**src/rtl/fet_gate_sequencer_if.sv**
```systemverilog
// FET request / gate-drive bundle between the protection monitor and the
// gate sequencer. The monitor side (master) drives requests and alert; the
// sequencer side (slave) drives the gates and its status.
interface fet_gate_sequencer_if;
  // Raw requests from the protection monitor
  logic       chg_on;
  logic       dsg_on;
  logic       pchg_on;
  logic       pdsg_on;
  logic       alert;
  // Gate drives and status back towards the power stage / system
  logic       gate_chg;
  logic       gate_dsg;
  logic       gate_pchg;
  logic       gate_pdsg;
  logic       fault_lock;
  logic [1:0] c_state;
  logic [1:0] d_state;

  modport master (
    output chg_on, dsg_on, pchg_on, pdsg_on, alert,
    input  gate_chg, gate_dsg, gate_pchg, gate_pdsg, fault_lock, c_state, d_state
  );

  modport slave (
    input  chg_on, dsg_on, pchg_on, pdsg_on, alert,
    output gate_chg, gate_dsg, gate_pchg, gate_pdsg, fault_lock, c_state, d_state
  );
endinterface

```
**src/rtl/fet_gate_sequencer.sv**
```systemverilog
// FET gate sequencer: debounces the monitor's FET requests, sequences
// precharge -> dead time -> charge and predischarge -> discharge, and forces
// every gate off while an alert-driven fault lockout is active.
// All gate drives are registered and derived from the next FSM state, so a
// gate changes on the same edge as the state that owns it.
module fet_gate_sequencer #(
  parameter int unsigned DEB_CYC    = 2,
  parameter int unsigned DEAD_CYC   = 2,
  parameter int unsigned PDSG_CYC   = 8,
  parameter int unsigned FAULT_HOLD = 16,
  parameter int unsigned CNT_W      = 8
) (
  input  logic                  clk,
  input  logic                  rst_n,
  fet_gate_sequencer_if.slave   bus
);

  typedef enum logic [1:0] {
    C_OFF  = 2'd0,
    C_PCHG = 2'd1,
    C_DEAD = 2'd2,
    C_ON   = 2'd3
  } c_state_e;

  typedef enum logic [1:0] {
    D_OFF  = 2'd0,
    D_PDSG = 2'd1,
    D_ON   = 2'd2,
    D_BAD  = 2'd3
  } d_state_e;

  // Counter constants, sized to the counter width
  localparam logic [CNT_W-1:0] CNT_ONE   = CNT_W'(1);
  localparam logic [CNT_W-1:0] DEB_LAST  = CNT_W'(DEB_CYC - 1);
  localparam logic [CNT_W-1:0] DEAD_LOAD = CNT_W'(DEAD_CYC);
  localparam logic [CNT_W-1:0] PDSG_FULL = CNT_W'(PDSG_CYC);
  localparam logic [CNT_W-1:0] HOLD_LAST = CNT_W'(FAULT_HOLD - 1);

  // Request bit positions in the debounce vectors
  localparam int unsigned R_CHG  = 0;
  localparam int unsigned R_DSG  = 1;
  localparam int unsigned R_PCHG = 2;
  localparam int unsigned R_PDSG = 3;

  // ---------------------------------------------------------------------------
  // Debounce
  // ---------------------------------------------------------------------------
  logic [3:0]            raw_s;
  logic [3:0]            filt_q, filt_d;
  logic [3:0][CNT_W-1:0] deb_cnt_q, deb_cnt_d;

  assign raw_s = {bus.pdsg_on, bus.pchg_on, bus.dsg_on, bus.chg_on};

  // Per-request filter: count consecutive samples that disagree with the
  // filtered value; the DEB_CYC-th such sample commits the new value.
  always_comb begin
    filt_d    = filt_q;
    deb_cnt_d = deb_cnt_q;
    for (int i = 0; i < 4; i++) begin
      if (raw_s[i] == filt_q[i]) begin
        deb_cnt_d[i] = '0;
      end else if (deb_cnt_q[i] >= DEB_LAST) begin
        filt_d[i]    = raw_s[i];
        deb_cnt_d[i] = '0;
      end else begin
        deb_cnt_d[i] = deb_cnt_q[i] + CNT_ONE;
      end
    end
  end

  // Debounce state registers
  always_ff @(posedge clk or negedge rst_n) begin
    if (!rst_n) begin
      filt_q    <= '0;
      deb_cnt_q <= '0;
    end else begin
      filt_q    <= filt_d;
      deb_cnt_q <= deb_cnt_d;
    end
  end

  logic chg_req_s, dsg_req_s, pchg_req_s, pdsg_req_s;
  assign chg_req_s  = filt_q[R_CHG];
  assign dsg_req_s  = filt_q[R_DSG];
  assign pchg_req_s = filt_q[R_PCHG];
  assign pdsg_req_s = filt_q[R_PDSG];

  // ---------------------------------------------------------------------------
  // Fault lockout
  // ---------------------------------------------------------------------------
  logic             lock_q, lock_d;
  logic [CNT_W-1:0] hold_cnt_q, hold_cnt_d;
  logic             block_s;

  // Alert sets the lock at once; the lock clears after FAULT_HOLD
  // consecutive alert-free edges, any alert restarting the count.
  always_comb begin
    lock_d     = lock_q;
    hold_cnt_d = hold_cnt_q;
    if (bus.alert) begin
      lock_d     = 1'b1;
      hold_cnt_d = '0;
    end else if (lock_q) begin
      if (hold_cnt_q >= HOLD_LAST) begin
        lock_d     = 1'b0;
        hold_cnt_d = '0;
      end else begin
        hold_cnt_d = hold_cnt_q + CNT_ONE;
      end
    end else begin
      hold_cnt_d = '0;
    end
  end

  // Fault lockout registers
  always_ff @(posedge clk or negedge rst_n) begin
    if (!rst_n) begin
      lock_q     <= 1'b0;
      hold_cnt_q <= '0;
    end else begin
      lock_q     <= lock_d;
      hold_cnt_q <= hold_cnt_d;
    end
  end

  // A live alert overrides the FSMs in the same cycle; the lock keeps them
  // parked until it clears, so they resume one edge after release.
  assign block_s = bus.alert | lock_q;

  // ---------------------------------------------------------------------------
  // Charge FSM
  // ---------------------------------------------------------------------------
  c_state_e         c_state_q, c_state_d;
  logic [CNT_W-1:0] dead_cnt_q, dead_cnt_d;

  // Charge FSM state register
  always_ff @(posedge clk or negedge rst_n) begin
    if (!rst_n) begin
      c_state_q  <= C_OFF;
      dead_cnt_q <= '0;
    end else begin
      c_state_q  <= c_state_d;
      dead_cnt_q <= dead_cnt_d;
    end
  end

  // Charge FSM next state: PCHG hands over to CHG only through DEAD_CYC
  // cycles with both charge-path gates off.
  always_comb begin
    c_state_d  = c_state_q;
    dead_cnt_d = dead_cnt_q;
    if (block_s) begin
      c_state_d  = C_OFF;
      dead_cnt_d = '0;
    end else begin
      case (c_state_q)
        C_OFF: begin
          if (chg_req_s) begin
            c_state_d = C_ON;
          end else if (pchg_req_s) begin
            c_state_d = C_PCHG;
          end else begin
            c_state_d = C_OFF;
          end
        end
        C_PCHG: begin
          if (chg_req_s) begin
            c_state_d  = C_DEAD;
            dead_cnt_d = DEAD_LOAD;
          end else if (!pchg_req_s) begin
            c_state_d = C_OFF;
          end else begin
            c_state_d = C_PCHG;
          end
        end
        C_DEAD: begin
          if (!chg_req_s) begin
            c_state_d  = C_OFF;
            dead_cnt_d = '0;
          end else if (dead_cnt_q <= CNT_ONE) begin
            // This decrement reaches zero: dead time is complete
            c_state_d  = C_ON;
            dead_cnt_d = '0;
          end else begin
            dead_cnt_d = dead_cnt_q - CNT_ONE;
          end
        end
        C_ON: begin
          if (!chg_req_s) begin
            c_state_d = C_OFF;
          end else begin
            c_state_d = C_ON;
          end
        end
        default: begin
          c_state_d  = C_OFF;
          dead_cnt_d = '0;
        end
      endcase
    end
  end

  // ---------------------------------------------------------------------------
  // Discharge FSM
  // ---------------------------------------------------------------------------
  d_state_e         d_state_q, d_state_d;
  logic [CNT_W-1:0] pdsg_cnt_q, pdsg_cnt_d;
  logic [CNT_W-1:0] pdsg_inc_s;

  // Count of PDSG cycles including the current one, saturating at PDSG_CYC
  assign pdsg_inc_s = (pdsg_cnt_q >= PDSG_FULL) ? PDSG_FULL : (pdsg_cnt_q + CNT_ONE);

  // Discharge FSM state register
  always_ff @(posedge clk or negedge rst_n) begin
    if (!rst_n) begin
      d_state_q  <= D_OFF;
      pdsg_cnt_q <= '0;
    end else begin
      d_state_q  <= d_state_d;
      pdsg_cnt_q <= pdsg_cnt_d;
    end
  end

  // Discharge FSM next state: DSG may follow PDSG only after PDSG has been
  // driven for PDSG_CYC cycles.
  always_comb begin
    d_state_d  = d_state_q;
    pdsg_cnt_d = pdsg_cnt_q;
    if (block_s) begin
      d_state_d  = D_OFF;
      pdsg_cnt_d = '0;
    end else begin
      case (d_state_q)
        D_OFF: begin
          pdsg_cnt_d = '0;
          if (dsg_req_s && !pdsg_req_s) begin
            d_state_d = D_ON;
          end else if (pdsg_req_s) begin
            d_state_d = D_PDSG;
          end else begin
            d_state_d = D_OFF;
          end
        end
        D_PDSG: begin
          pdsg_cnt_d = pdsg_inc_s;
          if (dsg_req_s && (pdsg_inc_s == PDSG_FULL)) begin
            d_state_d  = D_ON;
            pdsg_cnt_d = '0;
          end else if (!dsg_req_s && !pdsg_req_s) begin
            d_state_d  = D_OFF;
            pdsg_cnt_d = '0;
          end else begin
            d_state_d = D_PDSG;
          end
        end
        D_ON: begin
          if (!dsg_req_s) begin
            d_state_d = D_OFF;
          end else begin
            d_state_d = D_ON;
          end
        end
        default: begin
          // Unused encoding: recover to OFF with the discharge path dark
          d_state_d  = D_OFF;
          pdsg_cnt_d = '0;
        end
      endcase
    end
  end

  // ---------------------------------------------------------------------------
  // Gate drives
  // ---------------------------------------------------------------------------
  logic gate_chg_q,  gate_chg_d;
  logic gate_pchg_q, gate_pchg_d;
  logic gate_dsg_q,  gate_dsg_d;
  logic gate_pdsg_q, gate_pdsg_d;

  // Gate decode from the next FSM states; CHG and PCHG are one-hot by state
  always_comb begin
    gate_chg_d  = 1'b0;
    gate_pchg_d = 1'b0;
    gate_dsg_d  = 1'b0;
    gate_pdsg_d = 1'b0;
    case (c_state_d)
      C_PCHG:  gate_pchg_d = 1'b1;
      C_ON:    gate_chg_d  = 1'b1;
      default: begin
        gate_chg_d  = 1'b0;
        gate_pchg_d = 1'b0;
      end
    endcase
    case (d_state_d)
      D_PDSG:  gate_pdsg_d = 1'b1;
      D_ON:    gate_dsg_d  = 1'b1;
      default: begin
        gate_dsg_d  = 1'b0;
        gate_pdsg_d = 1'b0;
      end
    endcase
  end

  // Registered gate drives
  always_ff @(posedge clk or negedge rst_n) begin
    if (!rst_n) begin
      gate_chg_q  <= 1'b0;
      gate_pchg_q <= 1'b0;
      gate_dsg_q  <= 1'b0;
      gate_pdsg_q <= 1'b0;
    end else begin
      gate_chg_q  <= gate_chg_d;
      gate_pchg_q <= gate_pchg_d;
      gate_dsg_q  <= gate_dsg_d;
      gate_pdsg_q <= gate_pdsg_d;
    end
  end

  assign bus.gate_chg   = gate_chg_q;
  assign bus.gate_pchg  = gate_pchg_q;
  assign bus.gate_dsg   = gate_dsg_q;
  assign bus.gate_pdsg  = gate_pdsg_q;
  assign bus.fault_lock = lock_q;
  assign bus.c_state    = c_state_q;
  assign bus.d_state    = d_state_q;

endmodule

```
**src/flat_wrapper.sv**
```systemverilog
// flat-port wrapper written by rule: the top's interface ports become plain ports
module fet_gate_sequencer_flat 
#(
  parameter int unsigned DEB_CYC    = 2,
  parameter int unsigned DEAD_CYC   = 2,
  parameter int unsigned PDSG_CYC   = 8,
  parameter int unsigned FAULT_HOLD = 16,
  parameter int unsigned CNT_W      = 8
)
  (clk, rst_n, bus_chg_on, bus_dsg_on, bus_pchg_on, bus_pdsg_on, bus_alert, bus_gate_chg, bus_gate_dsg, bus_gate_pchg, bus_gate_pdsg, bus_fault_lock, bus_c_state, bus_d_state);
  fet_gate_sequencer_if bus_i ();
  input  logic clk;
  input  logic rst_n;
  input wire logic [$bits(bus_i.chg_on)-1:0] bus_chg_on;
  input wire logic [$bits(bus_i.dsg_on)-1:0] bus_dsg_on;
  input wire logic [$bits(bus_i.pchg_on)-1:0] bus_pchg_on;
  input wire logic [$bits(bus_i.pdsg_on)-1:0] bus_pdsg_on;
  input wire logic [$bits(bus_i.alert)-1:0] bus_alert;
  output wire logic [$bits(bus_i.gate_chg)-1:0] bus_gate_chg;
  output wire logic [$bits(bus_i.gate_dsg)-1:0] bus_gate_dsg;
  output wire logic [$bits(bus_i.gate_pchg)-1:0] bus_gate_pchg;
  output wire logic [$bits(bus_i.gate_pdsg)-1:0] bus_gate_pdsg;
  output wire logic [$bits(bus_i.fault_lock)-1:0] bus_fault_lock;
  output wire logic [$bits(bus_i.c_state)-1:0] bus_c_state;
  output wire logic [$bits(bus_i.d_state)-1:0] bus_d_state;
  assign bus_i.chg_on = bus_chg_on;
  assign bus_i.dsg_on = bus_dsg_on;
  assign bus_i.pchg_on = bus_pchg_on;
  assign bus_i.pdsg_on = bus_pdsg_on;
  assign bus_i.alert = bus_alert;
  assign bus_gate_chg = bus_i.gate_chg;
  assign bus_gate_dsg = bus_i.gate_dsg;
  assign bus_gate_pchg = bus_i.gate_pchg;
  assign bus_gate_pdsg = bus_i.gate_pdsg;
  assign bus_fault_lock = bus_i.fault_lock;
  assign bus_c_state = bus_i.c_state;
  assign bus_d_state = bus_i.d_state;
  fet_gate_sequencer #(.DEB_CYC(DEB_CYC), .DEAD_CYC(DEAD_CYC), .PDSG_CYC(PDSG_CYC), .FAULT_HOLD(FAULT_HOLD), .CNT_W(CNT_W)) u_core (.clk(clk), .rst_n(rst_n), .bus(bus_i));
endmodule
```
**config.mk**
```make
export PLATFORM = sky130hd
export DESIGN_NAME = fet_gate_sequencer_flat
export DESIGN_NICKNAME = d
export VERILOG_FILES = /design/src/rtl/fet_gate_sequencer_if.sv /design/src/rtl/fet_gate_sequencer.sv /design/src/flat_wrapper.sv
export SDC_FILE = /design/constraint.sdc
export NUM_CORES = 1
export LEC_CHECK = 0
export CAP_MARGIN = 20
export CORE_MARGIN = 3
export CORE_UTILIZATION = 50
export CTS_CLUSTER_SIZE = 20
export DETAILED_ROUTE_END_ITERATION = 8
export PLACE_DENSITY_LB_ADDON = 0.2
export SYNTH_ARGS = -nofsm -noshare
export SYNTH_HDL_FRONTEND = slang
export SYNTH_SLANG_ARGS = --single-unit
export TNS_END_PERCENT = 10
```
**constraint.sdc**
```tcl
create_clock -name clk -period 2.01 [get_ports clk]
set_clock_uncertainty 0.15 [all_clocks]
set_input_delay 0.3015 -clock clk [delete_from_list [all_inputs] [get_ports clk]]
set_output_delay 0.3015 -clock clk [all_outputs]
set_load 0.01 [all_outputs]
```
==> impl.org, run 1 <==
** Status
- Status :: completed

** Synthesis
- Most used flip-flop cell after synthesis :: dfrtp_1
- Unique cell type count in the Yosys netlist :: 45
- Share of async-settable or async-resettable flops after synthesis :: 100%
- For this run, the register share of the synthesized area comes to 58.5%.
- Synth Area in XOR/XNOR :: 3.26%
- Number of warnings printed during yosys synthesis :: 0
- Of the post-synthesis cell area, the part taken by muxes is 1.86%.
- Averaged over all synthesized cells, the footprint is 11.8 um^2.
- Simple logic cell fraction of the synthesized area :: 16.4%
- Synthesis handed over a netlist of 251 instances.
- Synthesis inferred 69 register bits.
- Compound-gate portion of the synthesized area :: approximately 7.5%
- Largest family of logic cells by synthesized area :: simple AND/OR/NAND/NOR gates
- The synthesized netlist devotes 8.90% of its cell area to adder and majority cells.
- EDFF count, synth :: 0
- Combined area of all synthesized cells :: 0.00295 mm^2

** Critical path
- Among all stages on the critical path, the largest delay is contributed by or4_4.
- Critical path, cell by cell :: or4_4 -> or3_4 -> a21oi_4 -> a21oi_1
- The largest single stage delay on the critical path is 0.57 ns.
- Worst setup path class :: reg -> reg
- Nature of the critical path endpoint :: flip-flop
- Worst reg-to-reg setup slack :: 0.06 ns
- Critical path launch point type :: flip-flop
- Data arrival time at the worst-slack endpoint :: 2.01 ns
- Worst Path Required :: 2.08 ns
- Measured in cells, the most critical reg-to-reg path has a length of 4.
- Highest fanout seen on the critical path :: 6

** GRT
- The initial antenna violation count was 0.
- Gr usage total :: 16.0%
- The first global-routing pass estimated 8.95 mm of wire.
- Largest net degree at the start of global routing :: 70
- Summed over all layers, the global routing overflow is 0.
- The via count of the first global-routing pass was 2065.

** Timing
- Part of the cycle the worst path needs :: 96.9%
- Final setup viols :: 0
- Min Tclk post-route :: 1.95 ns
- The count of final max-slew check failures is 0.
- Fmax achieved :: around 0.51 GHz
- After layout, the worst setup slack is 0.0615 ns.
- Setup repair after global routing could not meet its margin everywhere.
- Count of endpoints failing hold in the final timing report :: 0

** CTS
- TritonCTS built the clock tree.
- CTS buffer count :: 9
- Counting every sink on the clock net gives roughly 70.
- Clock latency reported for the late side of the worst-skew pair :: 0.34 ns
- Clock slew seen by the registers of the worst setup and hold paths :: 0.07 ns
- Bufs on Longest Clock Path :: 2
- The H-tree was split into 3 levels.
- CTS Root Cell :: clkbuf_8

** Place
- The placed instances occupy a cell area of roughly 0.0034 mm^2.
- Buffers on Ports :: 15
- Once placement completed, the tool counted placed cells totaling roughly 380.
- OpenSTA, run right after detailed placement, puts the worst setup slack at -0.0704 ns.
- Placer's final routability congestion estimate :: 0.734
- After legalization and detailed placement, the total HPWL measured 3.30 mm.

** Floorplan
- For this configuration, the core starts out at a cell density of 52.7%.
- The floorplan step defined a core boundary enclosing 0.00561 mm^2.
- The floorplan step defined a die boundary enclosing 0.00686 mm^2.
- The floorplan step set the die width to 82.9 um.
- Floorplan row count :: 27
- Die height :: 82.9 um
- Count of boundary I/O pins :: 16

** Route
- For this run, design rule violations remaining after detail routing come to 0.
- Number of vias per cell :: 4.95
- Total number of vias :: 1949
- The first routing iteration left 65 violations.
- Router iterations before antenna repair :: 4
- The routed design has 4.90 mm of wire.
- In the final routed layout, each cell accounts on average for 12.4 um.
- Antenna Nets Post-Route :: 0

** Finish
- The library cell used most frequently in the layout, excluding fill and tap cells, is dfrtp_1.
- Of the cells placed in the final design, the portion with a size suffix greater than 1 is 18.6%.
- Diodes inserted :: 0
- Compared with the post-synthesis result, the final layout area differs by 25.6%.
- The finished layout holds 394 standard cells, fillers aside.
- Counting the fill cells in the layout gives 478.
- Finished layout cell area :: 0.00371 mm^2
- Number of nets in the layout :: ~350
- The top cell types in the final layout, fill and taps aside, are dfrtp_1 (69), conb_1 (24), inv_1 (22), nor2_1 (22).

** Pwr
- Per report_power, the sequential group accounts for 47.1% of the total.
- Cell internal power was estimated by the tool at 2430 uW.
- Power density over the cells :: 845 mW/mm^2
- In this run the static leakage power is about 0.0017 uW.
- Combinational logic is responsible for 10.3% of the overall power.
- NetSw :: 704 uW
- Across the VDD grid, the largest voltage drop is approximately 0.65 mV.
- Net switching is 22.5% of the power.
- Share of power burned in the clock network :: a little over two fifths

** Worst hold path
- HP Class :: reg -> reg
- WHS Path Cells :: 1

** Run
- Number of max-cap violations :: 0
[routing by layer]
layer	GRT usage (%)	up-vias	part of all wire, %	wire length, um
met3	4.76	8	3.8	185
met4	5.79	0	1.2	61
li1	-	963	-	-
met2	25.7	27	48	2340
met1	20.4	951	47	2320
met5	0	-	0	0
[logic make-up (layout without fill, tap and decap cells)]
| group | count (synthesis) | in the layout |
|---|---|---|
| flip-flops | 69 | 69 |
| other | 1 | 24 |
| AND/OR/NAND/NOR | 86 | 86 |
| multiplexers | 5 | 5 |
| AO/OA/AOI/OAI | 31 | 31 |
| XOR/XNOR | 11 | 11 |
| buffers and inverters | 27 | 75 |
| adder cells (fa/ha/maj) | 21 | 21 |
[worst max-delay path: cells and delay by family, from the launching register on]
family / cells / cell delay (ns)
and+or+nand+nor: 2 / 0.99
DFF: 1 / 0.38
AOI/OAI and AO/OA: 2 / 0.30
[worst paths after layout]
path | start | endpoint
max in group asynchronous | rst_n | u_core.deb_cnt_q[4]
min in group asynchronous | rst_n | u_core.pdsg_cnt_q[0]
worst min-delay path | u_core.hold_cnt_q[0] | u_core.hold_cnt_q[0]
worst max-delay path | u_core.dead_cnt_q[2] | u_core.dead_cnt_q[7]
worst min register to register | u_core.hold_cnt_q[0] | u_core.hold_cnt_q[0]
worst max register to register | u_core.dead_cnt_q[2] | u_core.dead_cnt_q[7]
[sequential cells by signal, summed over array words and instances (netlist names), 2 cells and up]
register and cells:
u_core.deb_cnt_q 32, u_core.filt_q 4, u_core.pdsg_cnt_q 8, u_core.bus.c_state 2, u_core.bus.d_state 2, u_core.dead_cnt_q 8, u_core.hold_cnt_q 8
[cells in the mapped netlist, types with 5 or more instances]
cell | count | area (um^2)
xor2_1 | 5 | 43.8
ha_1 | 21 | 263
o31ai_1 | 5 | 37.5
and2_1 | 5 | 31.3
nand3_1 | 9 | 45.0
nor2_1 | 22 | 82.6
xnor2_1 | 6 | 52.6
inv_1 | 24 | 90.1
a21oi_1 | 9 | 45.0
nor4_1 | 5 | 31.3
dfrtp_1 | 69 | 1730
nand2_1 | 12 | 45.0
[final cells by class]
type	count	area, um^2	share of cell area, %
Multi-Input combinational cell	178	1250	33.8
Sequential cell	69	1730	46.6
Clock buffer	10	128	3.44
Clock inverter	6	111	3.00
Tap cell	72	90.1	2.43
Timing Repair Buffer	35	308	8.30
Inverter	24	90.1	2.43
[metrics by stage]
stage                     setup TNS [ns]  power (uW)  hold WS [ns]  utilization [%]
after global placement            -0.109        1790         0.201             60.8
final                                  0        3130         0.317             66.1
after floorplan                        0        1660        -0.144                -
after detailed placement          -0.289        1800         0.203             60.8
after global routing            -0.00613        3280         0.352             66.1
after CTS                              0        3160         0.324             65.6
[power by group through the flow]
| stage | Combinational [uW] | Clock (uW) | Sequential [uW] |
|---|---|---|---|
| final | 322 | 1340 | 1470 |
| after global routing | 358 | 1440 | 1480 |
| after CTS | 312 | 1380 | 1470 |
| after detailed placement | 296 | 0 | 1500 |
| after global placement | 294 | 0 | 1500 |
| after floorplan | 163 | 0 | 1500 |
[repair_timing]
| action | in CTS | in global routing |
|---|---|---|
| setup endpoints to repair | 6 | 5 |
| hold buffers | 1 | 0 |
| hold endpoints to repair | 69 | 0 |
| gates resized for setup | 2 | 10 |
| buffers inserted | 1 | 0 |
| pin swaps | 0 | 4 |
No activity file was read; power rests on OpenSTA's default activity.
==> run 2, diff against run 1 <==
--- a/config.mk
+++ b/config.mk
@@ -10,7 +10,7 @@
 export CORE_UTILIZATION = 50
 export CTS_CLUSTER_SIZE = 20
 export DETAILED_ROUTE_END_ITERATION = 8
-export PLACE_DENSITY_LB_ADDON = 0.2
+export PLACE_DENSITY = 0.77
 export SYNTH_ARGS = -nofsm -noshare
 export SYNTH_HDL_FRONTEND = slang
 export SYNTH_SLANG_ARGS = --single-unit
==> impl.org, run 2 (synthesized netlist as in run 1, its figures left out) <==
** Route
- Dividing the detail-routed wire length by the instance count gives about 12 um.
- The count of nets left with antenna violations once routing finished came out at 0.
- After detailed routing, the number of remaining DRC violations is 0.
- After the first detailed-routing iteration, the DRC count stood at 81.
- Number of vias per cell :: 4.94
- Across all layers, the routed design uses roughly 1900 vias.
- Sum of routed wire length over all layers :: 4.86 mm
- For this run, the detailed router's first-pass iteration total came to 4.

** Worst hold path
- HP Class :: reg -> reg
- Hold Path Sink :: u_core.hold_cnt_q[0]
- WHS Path Cells :: 1
- Launch point of the worst hold path :: u_core.hold_cnt_q[0]

** CTS
- Buffers added to address setup during post-CTS repair amount to 0.
- After clock tree synthesis, the clock-pin slew on the worst setup and hold paths is 0.08 ns.
- TritonCTS built the clock tree.
- The later pin in the worst-skew pair is clocked with a latency of approximately 0.34 ns.
- CTS Root Cell :: clkbuf_8
- Counting every sink on the clock net gives 69.
- CTS built an H-tree with a depth of 3.
- The clock passes through at most 2 buffers.
- TritonCTS created 9 clock buffers.

** Critical path
- The number of cells on the worst reg-to-reg path is 4.
- At the worst endpoint, the arrival time is 2.05 ns.
- CP max-delay cell :: or4_4
- For the worst setup path, the data required time is around 2.1 ns.
- Nature of the critical path endpoint :: flip-flop
- Highest fanout seen on the critical path :: 7
- The worst setup path is of the reg -> reg kind.
- Worst reg-to-reg setup slack :: 0.03 ns
- Buf/Inv on CP :: 0
- The cell family contributing the most delay on the critical path is simple AND/OR/NAND/NOR gates.
- Startpoint of the lowest-slack register-to-register path :: u_core.dead_cnt_q[2]
- STA classifies the critical path startpoint as a flip-flop.
- Biggest cell delay along the critical path :: 0.54 ns
- Crit path from :: u_core.dead_cnt_q[2]
- Critical path, cell by cell :: or4_4 -> or3_4 -> a31oi_2 -> nor3_1
- The endpoint identified for the worst register-to-register timing path is u_core.dead_cnt_q[1].

** Finish
- From synthesis to final layout, the design area changed by 24.2%.
- At the end of the flow the core is filled with cells to 65.4%.
- 0 antenna diodes ended up in the layout.
- Number of nets in the layout :: 343
- Of the cells placed in the final design, the portion with a size suffix greater than 1 is 18.1%.
- Finished layout cell area :: around 0.0037 mm^2
- Top library cells by usage in the layout, fill and taps aside :: dfrtp_1 (68), conb_1 (24), inv_1 (23), nor2_1 (22), ha_1 (18)
- Commonest non-fill, non-tap cell in the layout :: dfrtp_1
- The register with the most flip-flops in the layout has 32 of them.
- Ranked by flip-flop count, first place goes to u_core.deb_cnt_q.

** Timing
- RSZ-0062 raised after global routing :: yes
- Fmax achieved :: just over 0.5 GHz
- Min Tclk post-route :: 1.98 ns
- Dividing the final minimum period by the clock period gives 98.4%.
- Final Max Slew Viols :: 0
- Post-route worst setup slack :: 0.0318 ns
- In the final timing run, aggregate negative setup slack is 0 ns.
- Final setup viols :: 0
- Count of endpoints failing hold in the final timing report :: 0

** Floorplan
- The region available for standard cell placement spans 0.00561 mm^2.
- For this configuration, the core starts out at a cell density of 52.7%.
- The floorplan step set the die width to 82.9 um.
- During I/O placement, the number of pins put on the boundary was 16.
- In this run the core area contains 27 standard-cell rows.
- The floorplan step defined a die boundary enclosing 0.00686 mm^2.
- Die height :: 82.9 um

** GRT
- Via count of the first global-routing pass :: roughly 2100
- Summed over all layers, the global routing overflow is 0.
- Largest net degree at the start of global routing :: 70
- Gr usage total :: 16.2%
- Number of antenna violations at the first check in global routing :: 0
- Global-route wire length before repair :: 9.13 mm

** Place
- Before CTS, the worst setup slack after placement is -0.141 ns.
- Post-detailed-placement half-perimeter wirelength :: 3.27 mm
- Placer's final routability congestion estimate :: 0.778
- In this run the cell area measured after placement is between 0.003 and 0.004 mm^2.
- Input and output buffers added on the ports amount to 15.

** Run
- Number of max-cap violations :: 0

** Status
- The run finished with clean final reports.

** Pwr
- VDD sags by at most 0.421 mV.
- Dividing total power by cell area gives a power density of 800 mW/mm^2.
- Leakage dissipation :: 0.00171 uW
- Sum of internal, switching and leakage power :: between 2000 and 3000 uW
==> run 2: cell types whose count changed in the layout (fill, tap and decap cells not counted), moves of 2 or more <==
cell and change:
a21oi_1 +3, buf_4 -3, bufinv_16 -2, clkbuf_8 +2, a21oi_2 -3
==> run 2: stage by stage <==
stage,hold WS [ns],std cells
after floorplan,-0.144,274
after CTS,0.326,392
final,0.319,392
after global placement,0.197,375
after global routing,0.330,392
after detailed placement,0.199,375
==> run 2: what timing repair did <==
| action | 4_1_cts | 5_1_grt |
|---|---|---|
| hold buffers | 1 | 0 |
| pin swaps | 1 | 1 |
| resized for setup | 2 | 8 |
| hold endpoints to repair | 69 | 0 |
| setup endpoints to repair | 8 | 11 |
==> run 2: routing by layer <==
metal / GRT usage, % / wire, um
met5: 0 / 0
met4: 7.13 / 118
met3: 4.96 / 134
met2: 26.8 / 2410
met1: 19.6 / 2200
==> run 2: final cells by class <==
| cell class | instances | area, um^2 |
|---|---|---|
| clock inverters | 5 | 58.8 |
| repair buffers | 33 | 295 |
| clock buffers | 11 | 151 |
| well taps | 72 | 90.1 |
| flip-flops and latches | 69 | 1730 |
| multi-input cells | 178 | 1250 |
| inverters | 24 | 90.1 |
| fillers | 443 | 1940 |
==> run 2: worst max-delay path by stage <==
| stage | to | slack (ns) | depth (start not counted) |
|---|---|---|---|
| 2_1_floorplan | u_core.dead_cnt_q[4] | 0.03 | 6 |
| 3_3_place_gp | u_core.dead_cnt_q[3] | -0.12 | 6 |
| 3_5_place_dp | u_core.dead_cnt_q[3] | -0.14 | 6 |
| 4_1_cts | u_core.dead_cnt_q[1] | 0.005 | 4 |
| 5_1_grt | u_core.dead_cnt_q[1] | -0.03 | 4 |
| 6_report | u_core.dead_cnt_q[1] | 0.03 | 4 |
==> run 2: where the power goes <==
| group | switching (uW) | internal (uW) |
|---|---|---|
| Clock | 512 | 640 |
| Sequential | 35.2 | 1440 |
| Combinational | 154 | 152 |
| Total | 701 | 2230 |
==> run 3, diff against run 2 <==
--- a/config.mk
+++ b/config.mk
@@ -14,4 +14,4 @@
 export SYNTH_ARGS = -nofsm -noshare
 export SYNTH_HDL_FRONTEND = slang
 export SYNTH_SLANG_ARGS = --single-unit
-export TNS_END_PERCENT = 10
+export TNS_END_PERCENT = 20
==> impl.org, run 3 (synthesized netlist as in run 1, its figures left out) <==
** GRT
- The first global-routing pass estimated 9.13 mm of wire.
- For this run, the total global-route usage over all layers was measured as 16.2%.
- Via count of the first global-routing pass :: 2091
- For this run the aggregate overflow at the end of global routing stands at 0.
- Number of antenna violations at the first check in global routing :: 0
- Entering global routing, the biggest net connects 70 pins.

** Timing
- Hold slack :: 0.319 ns
- Part of the cycle the worst path needs :: slightly below 100%
- Post-route worst setup slack :: 0.0318 ns
- Post-route setup TNS :: 0 ns
- Fmax achieved :: 0.506 GHz
- Count of endpoints failing hold in the final timing report :: 0
- Final setup viols :: 0
- The count of final max-slew check failures was 0.
- Min Tclk post-route :: 1.98 ns
- Setup repair after global routing could not meet its margin everywhere.

** CTS
- CTS saw a little under 70 sinks.
- Clock tree from TritonCTS :: yes
- The later pin in the worst-skew pair is clocked with a latency of 0.34 ns.
- After clock tree synthesis, the clock-pin slew on the worst setup and hold paths is 0.08 ns.
- The root buffer cell chosen for the clock tree is clkbuf_8.
- The longest clock path from root to sink contains 2 buffers.
- The clock tree synthesis step divided the H-tree into 3 levels.
- CTS buffer count :: 9

** Critical path
- The critical path is of the reg -> reg type.
- The signal on the critical path passes through or4_4 -> or3_4 -> a31oi_2 -> nor3_1.
- CP max-delay cell :: or4_4
- In this design, the stage delay of the slowest critical-path cell is 0.54 ns.
- STA classifies the critical path startpoint as a flip-flop.
- In this design, the largest share of critical-path delay is due to simple AND/OR/NAND/NOR gates.
- The number of buffers and inverters on the critical path is 0.
- Data arrival time at the worst-slack endpoint :: 2.05 ns
- Startpoint of the lowest-slack register-to-register path :: u_core.dead_cnt_q[2]
- The worst setup path is captured at a flip-flop.
- Highest fanout seen on the critical path :: 7
- Worst Path Required :: 2.08 ns
- The most critical setup path has its startpoint at u_core.dead_cnt_q[2].

** Pwr
- Sw frac :: a little under a quarter
- NetSw :: approximately 700 uW
- In this run the power density over the cells is 800 mW/mm^2.
- Cell internal power was estimated by the tool at around 2200 uW.
- Leakage dissipation :: 0.00171 uW
- The worst-case IR drop observed on VDD is 0.421 mV.
- Part of the total power dissipated in sequential elements :: 50.3%
- The share of total power dissipated in the clock network is 39.3%.
- Combinational power share :: 10.4%

** Floorplan
- During I/O placement, the number of pins put on the boundary was 16.
- Chip Width :: roughly 83 um
- Die footprint :: 0.00686 mm^2
- Floorplan row count :: 27
- Die height :: slightly above 80 um
- Initial core utilization :: ~53%
- Total core area :: 0.00561 mm^2

** Finish
- 0 antenna diodes ended up in the layout.
- The register with the most flip-flops in the layout has 32 of them.
- After the flow finishes, the layout carries non-filler instances totaling 392.
- Compared with the post-synthesis result, the final layout area differs by 24.2%.
- The final layout contains 343 nets.
- In the layout the commonest cells are dfrtp_1 (68), conb_1 (24), inv_1 (23), nor2_1 (22), ha_1 (18).
- Layout cell share with drive strength beyond 1 :: approximately 18%
- Fill cells in the final layout number roughly 440.
- Top reg by flops :: u_core.deb_cnt_q
- Once layout is complete, the utilization of the core stands at 65.4%.
- The library cell used most frequently in the layout, excluding fill and tap cells, is dfrtp_1.

** Route
- The detailed router finished its first iteration with 68 violations.
- Router iterations before antenna repair :: 4
- Average wire per cell in the routed design :: ~12 um
- DRC violation count after routing :: 0
- Antenna Nets Post-Route :: 0
- In the routed layout, each cell is associated on average with a via count of around 4.9.
- Across all layers, the routed design uses 1935 vias.
- After detailed routing, the total wire length is 4.86 mm.

** Worst hold path
- In this run the most critical hold path is launched from u_core.hold_cnt_q[0].
- HP Class :: reg -> reg

** Status
- The run finished with clean final reports.

** Run
- Number of max-cap violations :: 0

** Place
- Post-detailed-placement half-perimeter wirelength :: 3.27 mm
- At the end of routability-driven placement, the weighted congestion stood at 0.778.
- Buffers placed on the I/O ports in this run total 15.
- Prior to clock tree synthesis, the placed netlist has a worst setup slack of -0.141 ns.
- Cell count after placement :: 375
==> run 3: cell counts in the layout (fill, tap and decap cells not counted) <==
No cell type changed its count.
==> run 3: per-stage QoR <==
stage	total power, uW	area (um^2)
2_1_floorplan	1660	3040
3_3_place_gp	1780	3400
3_5_place_dp	1790	3400
4_1_cts	2960	3640
5_1_grt	3080	3670
6_report	2930	3670
==> run 3: area by class of cell <==
class	count	area (um^2)	area share, %
Sequential cell	69	1730	47.1
Multi-Input combinational cell	178	1250	34.2
Timing Repair Buffer	33	295	8.05
Clock buffer	11	151	4.13
Inverter	24	90.1	2.46
Tap cell	72	90.1	2.46
Clock inverter	5	58.8	1.60
==> run 3: path summary, 6_finish.rpt <==
check	cells past startpoint	slack [ns]	endpoint
min	1	0.32	u_core.hold_cnt_q[0]
max in group asynchronous	3	1.05	u_core.deb_cnt_q[1]
max	4	0.03	u_core.dead_cnt_q[1]
min reg2reg	1	0.32	u_core.hold_cnt_q[0]
max reg2reg	4	0.03	u_core.dead_cnt_q[1]
min in group asynchronous	3	0.35	u_core.dead_cnt_q[0]
==> run 3: per-layer routing <==
| layer | part of all wire (%) | vias up | wire [um] | track usage (%) |
|---|---|---|---|---|
| met5 | 0 | - | 0 | 0 |
| met4 | 2.4 | 0 | 118 | 7.13 |
| met1 | 45 | 946 | 2200 | 19.6 |
| met3 | 2.8 | 11 | 134 | 4.96 |
| li1 | - | 959 | - | - |
| met2 | 50 | 19 | 2410 | 26.8 |
==> run 3: repair_timing <==
item,CTS,global route
resized for setup,2,8
endpoints found under the hold margin,69,0
buffers inserted,0,0
pin swaps,1,1
setup endpoints to repair,8,11
hold buffers,1,0
==> run 3: power groups by stage <==
stage               Combinational [uW]  Sequential (uW)  Clock (uW)
finish                             306             1480        1150
global route                       344             1480        1250
CTS                                301             1470        1190
detailed placement                 287             1500           0
global placement                   282             1500           0
floorplan                          163             1500           0
